**src/rtl/dm_pkg.sv**
```systemverilog
// Shared types and constants for the data-memory port: DMType codes,
// FSM state encoding and byte-enable patterns.
package dm_pkg;

  localparam logic [2:0] DM_WORD  = 3'b000;
  localparam logic [2:0] DM_HALF  = 3'b001;
  localparam logic [2:0] DM_HALFU = 3'b010;
  localparam logic [2:0] DM_BYTE  = 3'b011;
  localparam logic [2:0] DM_BYTEU = 3'b100;

  localparam logic [3:0] BE_WORD    = 4'b1111;
  localparam logic [3:0] BE_HALF_LO = 4'b0011;
  localparam logic [3:0] BE_HALF_HI = 4'b1100;
  localparam logic [3:0] BE_BYTE0   = 4'b0001;
  localparam logic [3:0] BE_NONE    = 4'b0000;

  typedef enum logic [1:0] {
    ST_IDLE,
    ST_REQ,
    ST_WAIT,
    ST_RESP
  } dm_state_e;

endpackage

```
**src/rtl/dm_align.sv**
```systemverilog
// Combinational lane logic: byte enables, store-data shift, load extract, misalign flag.
// Zero latency; no flow control.
module dm_align
  import dm_pkg::*;
(
  input  logic [2:0]  i_type,
  input  logic [1:0]  i_lo,
  input  logic [31:0] i_wdata,
  input  logic [31:0] i_rdata,
  output logic [3:0]  o_be,
  output logic [31:0] o_wdata,
  output logic [31:0] o_rdata,
  output logic        o_misalign
);

  logic [31:0] w_rsh;

  assign w_rsh   = i_rdata >> {i_lo, 3'b000};
  assign o_wdata = i_wdata << {i_lo, 3'b000};

  always_comb begin
    o_be       = BE_NONE;
    o_rdata    = 32'h0;
    o_misalign = 1'b0;
    case (i_type)
      DM_WORD: begin
        o_be       = BE_WORD;
        o_rdata    = i_rdata;
        o_misalign = (i_lo != 2'b00);
      end
      DM_HALF, DM_HALFU: begin
        o_be       = i_lo[1] ? BE_HALF_HI : BE_HALF_LO;
        o_misalign = i_lo[0];
        o_rdata    = (i_type == DM_HALF) ? {{16{w_rsh[15]}}, w_rsh[15:0]}
                                         : {16'h0, w_rsh[15:0]};
      end
      DM_BYTE, DM_BYTEU: begin
        o_be    = 4'(BE_BYTE0 << i_lo);
        o_rdata = (i_type == DM_BYTE) ? {{24{w_rsh[7]}}, w_rsh[7:0]}
                                      : {24'h0, w_rsh[7:0]};
      end
      default: ;
    endcase
  end

endmodule

```
**src/rtl/dm_port.sv**
```systemverilog
// RV32I data-memory port: one access at a time onto a gnt/rvalid bus, stall held
// while in flight; resp 2 cycles after accept for a zero-wait store, 3 for a load.
module dm_port
  import dm_pkg::*;
(
  input  logic        clk,
  input  logic        rst,
  input  logic        req_valid,
  output logic        req_ready,
  input  logic        req_we,
  input  logic [2:0]  req_type,
  input  logic [31:0] req_addr,
  input  logic [31:0] req_wdata,
  output logic        resp_valid,
  output logic [31:0] resp_rdata,
  output logic        resp_err,
  output logic        stall,
  output logic        mem_req,
  output logic        mem_we,
  output logic [3:0]  mem_be,
  output logic [31:0] mem_addr,
  output logic [31:0] mem_wdata,
  input  logic        mem_gnt,
  input  logic        mem_rvalid,
  input  logic [31:0] mem_rdata
);

  dm_state_e   r_state, w_next;
  logic [2:0]  r_type;
  logic [1:0]  r_lo;
  logic        r_mem_we;
  logic [3:0]  r_mem_be;
  logic [31:0] r_mem_addr;
  logic [31:0] r_mem_wdata;
  logic [31:0] r_resp_rdata;
  logic        r_resp_err;

  logic        w_accept, w_err, w_misalign, w_capture;
  logic [2:0]  w_al_type;
  logic [1:0]  w_al_lo;
  logic [3:0]  w_be;
  logic [31:0] w_wdata_sh, w_rdata_ext;

  // One aligner serves both directions: request fields while idle, captured fields after.
  assign w_al_type = (r_state == ST_IDLE) ? req_type      : r_type;
  assign w_al_lo   = (r_state == ST_IDLE) ? req_addr[1:0] : r_lo;

  dm_align u_align (
    .i_type     (w_al_type),
    .i_lo       (w_al_lo),
    .i_wdata    (req_wdata),
    .i_rdata    (mem_rdata),
    .o_be       (w_be),
    .o_wdata    (w_wdata_sh),
    .o_rdata    (w_rdata_ext),
    .o_misalign (w_misalign)
  );

  assign w_accept  = req_valid && (r_state == ST_IDLE);
  assign w_err     = w_misalign || (req_type > DM_BYTEU);
  assign w_capture = !r_mem_we && mem_rvalid &&
                     (((r_state == ST_REQ) && mem_gnt) || (r_state == ST_WAIT));

  always_ff @(posedge clk) begin
    if (rst) r_state <= ST_IDLE;
    else     r_state <= w_next;
  end

  always_comb begin
    w_next = r_state;
    case (r_state)
      ST_IDLE: if (w_accept) w_next = w_err ? ST_RESP : ST_REQ;
      ST_REQ: begin
        if (mem_gnt) w_next = (r_mem_we || mem_rvalid) ? ST_RESP : ST_WAIT;
      end
      ST_WAIT: if (mem_rvalid) w_next = ST_RESP;
      ST_RESP: w_next = ST_IDLE;
      default: w_next = ST_IDLE;
    endcase
  end

  always_ff @(posedge clk) begin
    if (rst) begin
      r_type       <= DM_WORD;
      r_lo         <= 2'b00;
      r_mem_we     <= 1'b0;
      r_mem_be     <= BE_NONE;
      r_mem_addr   <= 32'h0;
      r_mem_wdata  <= 32'h0;
      r_resp_rdata <= 32'h0;
      r_resp_err   <= 1'b0;
    end else begin
      r_resp_rdata <= 32'h0;
      r_resp_err   <= w_accept && w_err;
      if (w_accept && !w_err) begin
        r_type      <= req_type;
        r_lo        <= req_addr[1:0];
        r_mem_we    <= req_we;
        r_mem_be    <= w_be;
        r_mem_addr  <= {req_addr[31:2], 2'b00};
        r_mem_wdata <= w_wdata_sh;
      end
      if (w_capture) r_resp_rdata <= w_rdata_ext;
    end
  end

  assign req_ready  = (r_state == ST_IDLE);
  assign resp_valid = (r_state == ST_RESP);
  assign stall      = (r_state == ST_REQ) || (r_state == ST_WAIT);
  assign mem_req    = (r_state == ST_REQ);
  assign resp_rdata = r_resp_rdata;
  assign resp_err   = r_resp_err;
  assign mem_we     = r_mem_we;
  assign mem_be     = r_mem_be;
  assign mem_addr   = r_mem_addr;
  assign mem_wdata  = r_mem_wdata;

endmodule
```
**config.mk**
```make
export PLATFORM = sky130hd
export DESIGN_NAME = dm_port
export DESIGN_NICKNAME = d
export VERILOG_FILES = /design/src/rtl/dm_pkg.sv /design/src/rtl/dm_align.sv /design/src/rtl/dm_port.sv
export SDC_FILE = /design/constraint.sdc
export NUM_CORES = 1
export LEC_CHECK = 0
export BUFFER_PORTS_ARGS = -buffer_cell sky130_fd_sc_hd__buf_4
export CORE_UTILIZATION = 41
export CTS_CLUSTER_DIAMETER = 30
export DETAILED_ROUTE_END_ITERATION = 10
export HOLD_SLACK_MARGIN = 0.12
export PLACE_DENSITY = 0.77
export SLEW_MARGIN = 20
export SYNTH_ARGS = -nofsm -noshare
export SYNTH_HDL_FRONTEND = slang
export SYNTH_SLANG_ARGS = --single-unit
export TNS_END_PERCENT = 100
```
**constraint.sdc**
```tcl
create_clock -name clk -period 3.13 [get_ports clk]
set_clock_uncertainty 0.05 [all_clocks]
set_input_delay 0.626 -clock clk [delete_from_list [all_inputs] [get_ports clk]]
set_output_delay 0.626 -clock clk [all_outputs]
set_load 0.02 [all_outputs]
```
* Word level (Yosys, flattened, before mapping) *
Cells that the tools add are included.

word-level totals
  register bits = 107
  word-level logic and storage cells = 57
  input port bits = 105
  output and inout bits = 106

cells by class
  reduce and logical (&&, ||, !) cells = 19
  multiplexer cells = 14
  shift-type cells = 3
  equal/unequal tests = 10
  $lt $le $gt $ge = 1
  bitwise operators = 1

operators with widths
  operator               count
  $pmux W32 S3           1
  $mux W32               2
  $shl A32 B5 Y32        1
  $shr A32 B5 Y16        1
  $pmux W4 S3            1
  $mux W2                5
  $pmux W2 S4            1
  $eq A3 B2 Y1 const B   2
  $logic_and A1 B1 Y1    6
  $reduce_or A2 Y1       3
  $eq A2 B2 Y1 const B   2
  $logic_or A1 B1 Y1     4
  $mux W4                1
  $ne A2 B1 Y1 const B   2
  $shl A1 B2 Y4 const A  1
  $eq A3 B1 Y1 const B   1
  $eq A3 B3 Y1 const B   1
  $gt A3 B3 Y1 const B   1
  $logic_not A3 Y1       1
  $mux W3                1
  $reduce_and A3 Y1      1
  $eq A2 B1 Y1 const B   1
  $logic_not A1 Y1       2
  $logic_not A2 Y1       1
  5 further kinds        5

* Depth between registers and ports, before layout *
Gate-level depths: netlist of run 1.

  depth in word-level cells = 9
  gate-level depth with buffers = 11
  gate-level depth less buffers = 7

* Hierarchy *
From an unflattened synthesis of run 1, not the netlist that was laid out.

unflattened totals
  cells, all modules = 639
  area, all modules = 5,681.7 sq um

modules (own cells, without submodules)
  module    area each (sq um)  seq. area each (sq um)  cells each  instances
  dm_port   4,182.8            2,142.1                 419         1
  dm_align  1,498.9            0.0                     220         1

* Worst setup path after synthesis of run 1 *
Ideal clock, no wire load.

  kind = register to register
  start point = register r_state[1]
  end point = register r_mem_wdata[24], in the netlist mem_wdata[24]
  cell stages (with the launch flop) = 11
  clock period less this slack = 2.364 ns
  library setup time = 0.132 ns
  arrival time = 2.181 ns
  slack = 0.766 ns
  path buffers = 4
  data required time = 2.948 ns
  cell sequence = dfxtp_1 inv_1 ha_1 buf_6 buf_4 mux2i_1 buf_2 clkbuf_1 nand3_1 nand3_1 a21oi_1

on the way
  longest elaborated chain between the ends = 8
  elaborated cells between the ends (all ways) = 14
  classes of those cells = eq/ne: 2; shift: 1; mux: 3; reduce/logical: 8

ends and longest elaborated chain
  element                                       line            text
  start: declaration                            dm_port.sv:28   dm_state_e r_state, w_next;
  start signal: assignment                      dm_port.sv:66   else r_state <= w_next;
  $logic_not A2 Y1 *                            --
  via req_ready                                 dm_port.sv:9    output logic req_ready,
  $mux W3                                       dm_port.sv:45   assign w_al_type = (r_state == ST_IDLE) ? req_type : r_type;
  $eq A3 B2 Y1 or $eq A3 B1 Y1 (tied branches)  dm_align.sv:25  case (i_type)
  $reduce_or A2 Y1                              dm_align.sv:25
  $pmux W1 S2                                   dm_align.sv:25
  $logic_or A1 B1 Y1                            dm_port.sv:60   assign w_err = w_misalign || (req_type > DM_BYTEU);
  $logic_not A1 Y1                              dm_port.sv:95   if (w_accept && !w_err) begin
  $logic_and A1 B1 Y1                           dm_port.sv:95
  end signal: assignment                        dm_port.sv:101  r_mem_wdata <= w_wdata_sh;
  end: declaration                              dm_port.sv:34   logic [31:0] r_mem_wdata;

Mark *: on every way through the listed nets, which the timed path passes. The rest lies on a longest branch.
A chain may end at the register's enable or synchronous reset.

* Final worst setup path of run 1 *
  start point = register r_state[1]
  end point = register r_mem_wdata[25], in the netlist mem_wdata[25]

on the way
  longest elaborated chain between the ends = 8
  elaborated cells between the ends (all ways) = 14
  classes of those cells = eq/ne: 2; shift: 1; mux: 3; reduce/logical: 8

ends and longest elaborated chain
  element                                       line
  $logic_not A2 Y1 *                            dm_port.sv:45, dm_port.sv:46, dm_port.sv:59
  $mux W3                                       dm_port.sv:45
  $eq A3 B2 Y1 or $eq A3 B1 Y1 (tied branches)  dm_align.sv:25
  $reduce_or A2 Y1                              dm_align.sv:25
  $pmux W1 S2                                   dm_align.sv:25
  $logic_or A1 B1 Y1                            dm_port.sv:60
  $logic_not A1 Y1                              dm_port.sv:95
  $logic_and A1 B1 Y1                           dm_port.sv:95

Every way passes the cells marked *; elsewhere a longest branch is shown, timed or not.

==> results.txt, run 1 <==
- DIE HEIGHT: between 100 and 150 um
* Global placement routability congestion: about 0.9
- Of all nets on the critical path, the largest fanout is 64.
* Cts bufs inserted: 9
* CTS tree: yes
- The final layout contains between 900 and 1,000 nets.
* Number of detailed-route iterations in the first pass: 8
* Cell leakage power: 3.16 nW
- The mapped netlist covers roughly 5000 um2.
- Using the TritonRoute via totals, the vias-per-cell ratio works out to roughly 5.5.
- Power after layout: ~5.2 mW
* Share of the synthesized area in the top cell type: a little over two fifths
- Worst-case setup margin in the final layout: approximately 0.35 ns
- Crit path launch type: register
- After legalization and detailed placement, the total HPWL measured approximately 11,000 um.
* GRT Total Usage: between 20% and 30%
- Worst R2R Setup Slack: 0.35 ns
* Clock transition at the register clock pins on the worst setup and hold paths after CTS: about 0.070 ns
* Top_reg_cell synth: sky130_fd_sc_hd__dfxtp_1
* Run status: finished with violations
- Arrival time reported for the critical path endpoint: between 3 and 4 ns
- Routed wire length per instance: 16.3 um
- After clock tree synthesis, the setup repair step added 0 buffers.
- Summed over all layers, the global routing overflow is 0.
* Worst Hold Slack: about 0.4 ns
* Fraction of synthesis flops using an asynchronous set or reset pin: 0%
- Entering global routing, the biggest net connects between 70 and 80 pins.
* Endpoint required time on the critical path: 3.37 ns
- Critical path's largest stage delay: 0.41 ns
- Sequential share of the synthesized area: between 40% and 50%
- Core footprint: 11,600 um2
* Number of synthesized flops with an enable pin: 0
* Initial core utilization: 42.9%
- Source-to-sink clock delay at the later pin of the worst-skew pair: about 0.35 ns
- In this run, the number of DRC markers left after iteration 0 of detailed routing was around 340.
* Crit-path cells: inv_1, ha_1, buf_4, mux2i_4, buf_4, o211a_2, buf_12, nand3_1, a21oi_1
- DRC Markers: 14
- Measured against its own limit, the worst slew margin works out to 44.1%.
* Violated checks: design-rule violations
- # rows: 39
- Vias in the first global route: ~5,000
- Post-Place Worst Slack: about 0.24 ns
* Power density of the placed cells: between 700 and 800 nW/um2
- The final count of pins violating max slew was 0.
- Share of the cycle needed by the critical path after routing: between 80% and 90%
- Setup violations remaining at the end of the flow were counted as 0.
* Floorplan die area: 12,600 um2
- Synthesis handed over a netlist of roughly 630 instances.
- For the pin with the worst max-slew slack, the measured transition is 0.838 ns.
* Antenna violations before repair: 0
- H-Tree Level Count: 3
- Max Clk Rate: about 360 MHz
* Setup crit end kind: register
- Cell variety after synth: 48
- From synthesis to final layout, the design area changed by 39.0%.
* Post-Synthesis Mean Instance Area: roughly 7.9 um2
- The post-route netlist has a little under a third of its cells at a drive strength greater than 1.
* Number of top-level pins: 211
- Cell type with the largest total area after synthesis: sky130_fd_sc_hd__dfxtp_1
- The detailed router placed 5,278 vias in this run.
- In this run the deepest clock path goes through 2 buffers.
- Die Span X: about 110 um
- Port Buffers: about 210
- The worst setup path is of the register to register kind.
- The tightest min-delay check is of the register to register type.
- After clock tree synthesis, the flow added hold-fix buffers numbering 0.
- Multi-input combinational cell area: about 2600 um2
* Footprint of the flip-flops and latches: between 2000 and 2500 um2
- Gates resized during post-CTS repair numbered 0.
- After detailed routing, the total wire length is between 15,000 and 20,000 um.
* Diodes inserted: 0
* CTS root buffer: sky130_fd_sc_hd__clkbuf_16
- Library cell contributing the largest single delay on the critical path: sky130_fd_sc_hd__buf_4
- Setup repair after global routing left no endpoint under its margin.
* Clock period minus final worst setup slack: 2.78 ns
- Final sum of negative setup slack: 0 ns
* Number of nets still failing antenna checks after routing: 0
- The first global-routing pass estimated about 25,000 um of wire.
* Peak supply drop: 0.472 mV
* Number of filler instances in the final layout: between 1,000 and 1,500
- Synth Register Bits: 107
- Total of max-cap violations: 0
- Yosys printed 0 warnings.
- Cells fill approximately three fifths of the core in the end.
- Sorting the synthesized cells by area gives the leading types as sky130_fd_sc_hd__dfxtp_1 (43%), sky130_fd_sc_hd__nand2_1 (13%), sky130_fd_sc_hd__a21oi_1 (9.1%).
- The cell that appears most often on the critical path is sky130_fd_sc_hd__buf_4.
* Final hold violation count: 0
- Counting every sink on the clock net gives about 110.
-- metrics by stage --
step	cells	area (um2)
floorplan	632	4990
global placement	948	6620
detailed placement	948	6620
CTS	963	6900
global route	964	6930
finish	964	6930
-- critical path: cells and delay by family (launching register included) --
kind	cells	cell delay, ns
AO/OA/AOI/OAI	2	0.41
buffers and inverters	4	1.11
AND/OR/NAND/NOR	1	0.17
flip-flops	1	0.34
adder cells (fa/ha/maj)	1	0.31
multiplexers	1	0.30
-- cells by family after synthesis --
family | synth area share [%]
and+or+nand+nor | 25.9
AOI/OAI and AO/OA | 20.9
DFF | 43.0
buffers and inverters | 5.42
muxes | 3.34
adders and majority gates | 1.00
xor gates and xnor gates | 0.351
other | 0.0752
-- area by class of cell --
class                      count  share of cell area [%]
inverter                       4                   0.217
clock buffer                  11                    3.36
multi-input combinational    473                    37.5
timing repair buffer         222                    24.7
tap                          143                    2.58
clock inverter                 4                   0.758
sequential                   107                    30.9
-- placed cells by master (no fill, tap or decap), drive strengths merged, types with 4 or more instances in the layout --
master,netlist,layout
a211o,9,9
a311oi,9,9
nor3,21,21
a21o,16,16
ha,4,4
nand3,25,25
mux2i,12,12
nand2,173,173
buf,29,222
nor2,31,31
inv,4,4
nand3b,4,4
a21oi,91,91
a211oi,10,10
or3,10,10
o21ai,22,22
dfxtp,107,107
clkbuf,19,11
-- synthesized netlist by cell type, types with 2 or more instances --
master	n
sky130_fd_sc_hd__inv_1	3
sky130_fd_sc_hd__xor2_1	2
sky130_fd_sc_hd__mux2i_1	11
sky130_fd_sc_hd__nand3b_1	4
sky130_fd_sc_hd__nor2b_1	2
sky130_fd_sc_hd__or3b_1	2
sky130_fd_sc_hd__nor3_1	11
sky130_fd_sc_hd__a21oi_1	91
sky130_fd_sc_hd__buf_4	9
sky130_fd_sc_hd__dfxtp_1	107
sky130_fd_sc_hd__or3_1	10
sky130_fd_sc_hd__nor2_1	30
sky130_fd_sc_hd__nand4b_1	2
sky130_fd_sc_hd__buf_1	2
sky130_fd_sc_hd__o211a_1	2
sky130_fd_sc_hd__o211ai_2	2
sky130_fd_sc_hd__nand3_1	25
sky130_fd_sc_hd__nand2b_1	3
sky130_fd_sc_hd__buf_6	3
sky130_fd_sc_hd__nor3_2	10
sky130_fd_sc_hd__ha_1	4
sky130_fd_sc_hd__o21bai_1	3
sky130_fd_sc_hd__o21ai_0	22
sky130_fd_sc_hd__a211o_1	9
sky130_fd_sc_hd__buf_2	15
sky130_fd_sc_hd__nand2_1	173
sky130_fd_sc_hd__a311oi_1	9
sky130_fd_sc_hd__a211oi_1	10
sky130_fd_sc_hd__clkbuf_1	19
sky130_fd_sc_hd__a21o_1	16
sky130_fd_sc_hd__mux2_2	3
-- report_power, final --
part	leakage, nW	switching (mW)	internal [mW]
combinational	2.15	1.43	0.918
sequential	0.869	0.136	1.58
clock	0.140	0.520	0.619
total	3.16	2.08	3.12
-- path summary, 6_finish.rpt --
kind	startpoint	to	cells past startpoint
worst max register to register	r_state[1]$_SDFFE_PP0P_	mem_wdata[25]$_SDFFE_PP0P_	9
worst min-delay path	mem_addr[18]$_SDFFE_PP0P_	mem_addr[18]$_SDFFE_PP0P_	2
worst min register to register	mem_addr[18]$_SDFFE_PP0P_	mem_addr[18]$_SDFFE_PP0P_	2
worst max-delay path	r_state[1]$_SDFFE_PP0P_	mem_wdata[25]$_SDFFE_PP0P_	9
-- registers in the layout, indices dropped and copies added, names as in the netlist, 2 cells and up --
| register | flops |
|---|---|
| mem_be | 4 |
| r_state | 2 |
| resp_rdata | 32 |
| mem_wdata | 32 |
| r_type | 3 |
| r_lo | 2 |
| mem_addr | 30 |
-- routing by layer --
| metal | track usage, % | vias to the layer above | wire length (um) |
|---|---|---|---|
| met5 | 0 | - | 0 |
| met4 | 10.9 | 0 | 401 |
| met3 | 6.16 | 25 | 1290 |
| met2 | 42.6 | 244 | 7550 |
| met1 | 29.7 | 2467 | 6420 |
| li1 | - | 2542 | - |
Note: power is estimated with default switching activity, not from simulation.
==> inputs of run 2 (changes only) <==
--- a/config.mk
+++ b/config.mk
@@ -10,9 +10,10 @@
 export CTS_CLUSTER_DIAMETER = 30
 export DETAILED_ROUTE_END_ITERATION = 10
 export HOLD_SLACK_MARGIN = 0.12
-export PLACE_DENSITY = 0.77
+export PLACE_DENSITY = 0.75
 export SLEW_MARGIN = 20
 export SYNTH_ARGS = -nofsm -noshare
 export SYNTH_HDL_FRONTEND = slang
+export SYNTH_HIERARCHICAL = 1
 export SYNTH_SLANG_ARGS = --single-unit
 export TNS_END_PERCENT = 100
==> results.txt, run 2 <==
* Global-route wire length before repair: 23,900 um (-3.6%)
- The number of levels in the clock H-tree came to 3 (unchanged).
- Clock transition at the register clock pins on the worst setup and hold paths after CTS: 0.08 ns (about the same)
- The flip-flop and latch area is 2140 um2 (unchanged).
- The floorplan row count was 42 (+7.7%).
* Netlist area before placement: 5680 um2 (+14%)
- Number of pins with negative max-slew slack in the final report: 0 (unchanged)
- Among all cell types in the netlist, the one instantiated most often is sky130_fd_sc_hd__nand2_1.
- The highest attainable clock frequency was 350 MHz (-2.8%).
- The post-detailed-route wirelength per cell was 15.1 um (-7.0%).
- The areal power density over the cells was 766 nW/um2 (+2.1%).
- The x dimension of the die came to 120 um (+6.6%).
- STA classifies the critical path endpoint as a register.
- Library cell contributing the largest single delay on the critical path: sky130_fd_sc_hd__mux4_2
* Number of detailed-route iterations in the first pass: 5 (-3)
* Cell variety after synth: 46 (-4.2%)
* Number of warnings reported in the yosys synthesis log: 6 (+6)
- The required time of the critical path was 3.32 ns (-0.05 ns).
* Cell leakage power: 3.33 nW (+5.2%)
- Pin count of the biggest net entering global routing: 63 (-17%)
- The signal on the critical path passes through inv_1, ha_1, mux2_2, mux4_2, nor4b_4, a21oi_4, o21ai_0, and2_1.
- The sequential fraction of the synthesis area was 37.7% (-5.3 points).
- Via count: 4,927 (-6.7%)
* Top_reg_cell synth: sky130_fd_sc_hd__dfxtp_1
- The total global routing track utilization came to 21.2% (-3.7 points).
* Final Core Density: 56.2% (-3.5 points)
* Cell types with the largest area share after synthesis: sky130_fd_sc_hd__dfxtp_1 (38%), sky130_fd_sc_hd__mux2i_1 (17%), sky130_fd_sc_hd__nand2_1 (11%)
- Power after layout: 5.77 mW (+11%)
* Setup bufs post-CTS: 0 (unchanged)
- The number of buffers added to fix hold violations after cts came to 0 (unchanged).
* CTS tree: yes
- The count of nets left with antenna violations after detail routing is 0 (unchanged).
- The critical path is of the register to register type.
- Number of filler instances in the final layout: 1,217 (+14%)
* Run status: complete, no violations
- The initial antenna violation count came to 0 (unchanged).
* Multi-input combinational cell area: 3110 um2 (+20%)
- CTS root buffer: sky130_fd_sc_hd__clkbuf_16
- The die height was 120 um (+6.6%).
* Initial core utilization: 42.4% (-0.52 points)
- The signal arrival time at the worst endpoint came to 3.05 ns (+0.03 ns).
* Number of sinks driven by the clock tree: 107 (unchanged)
* Post-detailed-route via-to-cell ratio: 4.93 (-10%)
- Worst hold-check path type: register to register
- Actual slew at the worst max-slew pin: 0.625 ns (-0.213 ns)
* Count of endpoints failing setup in the final report: 0 (unchanged)
- The largest fanout of any net on the critical path came to 15 (-77%).
- The post-route clock period utilization came to 91.4% (+2.5 points).
* Port Buffers: 208 (unchanged)
- The detailed placer's ending HPWL came to 11,100 um (-1.7%).
* Number of DRC markers after the initial detailed-route iteration: 404 (+19%)
- The number of instances in the placed design was 984 (+3.8%).
- Grouping stages by cell kind, the critical path spends the most delay in multiplexers.
- The antenna diode count came to 0 (unchanged).
- DRC Markers: 0 (-14)
* Most used cells in the layout excluding fill and tap cells: sky130_fd_sc_hd__buf_4 (218), sky130_fd_sc_hd__nand2_1 (172), sky130_fd_sc_hd__dfxtp_1 (107)
- The placer congestion estimate was 0.882 (+0.60%).
* Crit path launch type: register
- The register bit count reported by yosys came to 107 (unchanged).
* Vias in the first global route: 4,653 (-7.9%)
- The count of flip-flops with a built-in enable after synthesis came to 0 (unchanged).
* Number of nets in the final layout: 930 (+0.43%)
- Placed cell area: 7210 um2 (+8.9%)
* Share of the synthesized area in the top cell type: 37.7% (-5.3 points)
- Source-to-sink clock delay at the later pin of the worst-skew pair: 0.36 ns (about the same)
* Most used standard cells in the synthesized netlist: sky130_fd_sc_hd__nand2_1 (172), sky130_fd_sc_hd__dfxtp_1 (107), sky130_fd_sc_hd__mux2i_1 (97)
* Final Non-Filler Cells: 1,000 (+3.7%)
- Final hold violation count: 0 (unchanged)
- The final-layout setup total negative slack came to 0 ns (unchanged).
* Cell type with the largest total area after synthesis: sky130_fd_sc_hd__dfxtp_1
- Relative to the synthesized area, the layout overhead comes to 32.5%.
* Setup repair after global routing missed its margin: false
- Total congestion overflow: 0 (unchanged)
- The count of buffering cells on the critical path with inverters included came to 1 (-3).
* Post-Synthesis Mean Instance Area: 8.89 um2 (+13%)
* Total of max-cap violations: 0 (unchanged)
- Cts bufs inserted: 9 (unchanged)
- The library cell used most frequently in the layout, excluding fill and tap cells, is sky130_fd_sc_hd__buf_4.
* Floorplan die area: 14,300 um2 (+14%)
* Total routed wirelength: 15,100 um (-3.5%)
* Clock period minus final worst setup slack: 2.86 ns (+0.0795 ns)
* Clock Path Buffers: 2 (unchanged)
* Peak supply drop: 0.421 mV (-11%)
- The maximum single-stage delay on the critical path was 0.47 ns (+0.06 ns).
- Cells after Synth: 639 (+1.3%)
- The post-cts repair resize count was 0 (unchanged).
- Share of layout cells above drive strength 1: 32.5% (+0.73 points)
* Core footprint: 13,400 um2 (+15%)
- Number of top-level pins: 211 (unchanged)
- Finished layout cell area: 7530 um2 (+8.6%)
- The proportion of synthesized flip-flops having asynchronous set or reset is 0% (unchanged).
- The headroom to the max-slew limit is 58.2% (+14 points).
## run 2: worst paths after layout
path | cells after the start | end | slack, ns | startpoint
max | 8 | resp_rdata[20]$_SDFF_PP0_ | 0.27 | r_state[1]$_SDFFE_PP0P_
max reg2reg | 8 | resp_rdata[20]$_SDFF_PP0_ | 0.27 | r_state[1]$_SDFFE_PP0P_
min | 2 | mem_addr[27]$_SDFFE_PP0P_ | 0.41 | mem_addr[27]$_SDFFE_PP0P_
min reg2reg | 2 | mem_addr[27]$_SDFFE_PP0P_ | 0.41 | mem_addr[27]$_SDFFE_PP0P_
## run 2: final cells by class
class / count / share of cell area (%)
multi-input combinational: 472 / 41.3
sequential: 107 / 28.5
timing repair buffer: 222 / 22.7
clock buffer: 10 / 3.17
tap: 176 / 2.93
clock inverter: 6 / 1.10
inverter: 7 / 0.382
## run 2: logic make-up (layout without fill, tap and decap cells)
family	after synthesis	count (layout)	share of synthesized area (%)
mux	110	110	21.3
buf+inv	61	245	7.99
flops	107	107	37.7
simple gates	263	263	20.8
fa+ha+maj	7	7	1.50
xor+xnor	1	1	0.154
other cells	1	2	0.0660
compound gates	89	89	10.5
## run 2: stage by stage
step	worst slack (ns)	hold slack (ns)
CTS	0.272	0.411
finish	0.270	0.406
floorplan	0.343	0.382
global placement	0.412	0.394
detailed placement	0.313	0.398
global route	0.0882	0.426
## run 2: worst reg2reg max path, stage by stage, from the launching register on
cell and delay, ns:
sky130_fd_sc_hd__dfxtp_1 0.34, sky130_fd_sc_hd__inv_1 0.14, sky130_fd_sc_hd__ha_1 0.38, sky130_fd_sc_hd__mux2_2 0.41, sky130_fd_sc_hd__mux4_2 0.47, sky130_fd_sc_hd__nor4b_4 0.19
sky130_fd_sc_hd__a21oi_4 0.44, sky130_fd_sc_hd__o21ai_0 0.15, sky130_fd_sc_hd__and2_1 0.17
## run 2: layer usage
layer  track usage, %  wire (um)
met3             4.99        956
met5                0          0
met2             34.2       7150
met1             27.0       6550
met4             8.91        451
## run 2: power by group
part / switching, mW / total (mW) / leakage (nW) / internal, mW
combinational: 1.62 / 2.87 / 2.30 / 1.24
sequential: 0.112 / 1.68 / 0.868 / 1.57
clock: 0.559 / 1.22 / 0.154 / 0.660
total: 2.30 / 5.77 / 3.33 / 3.47
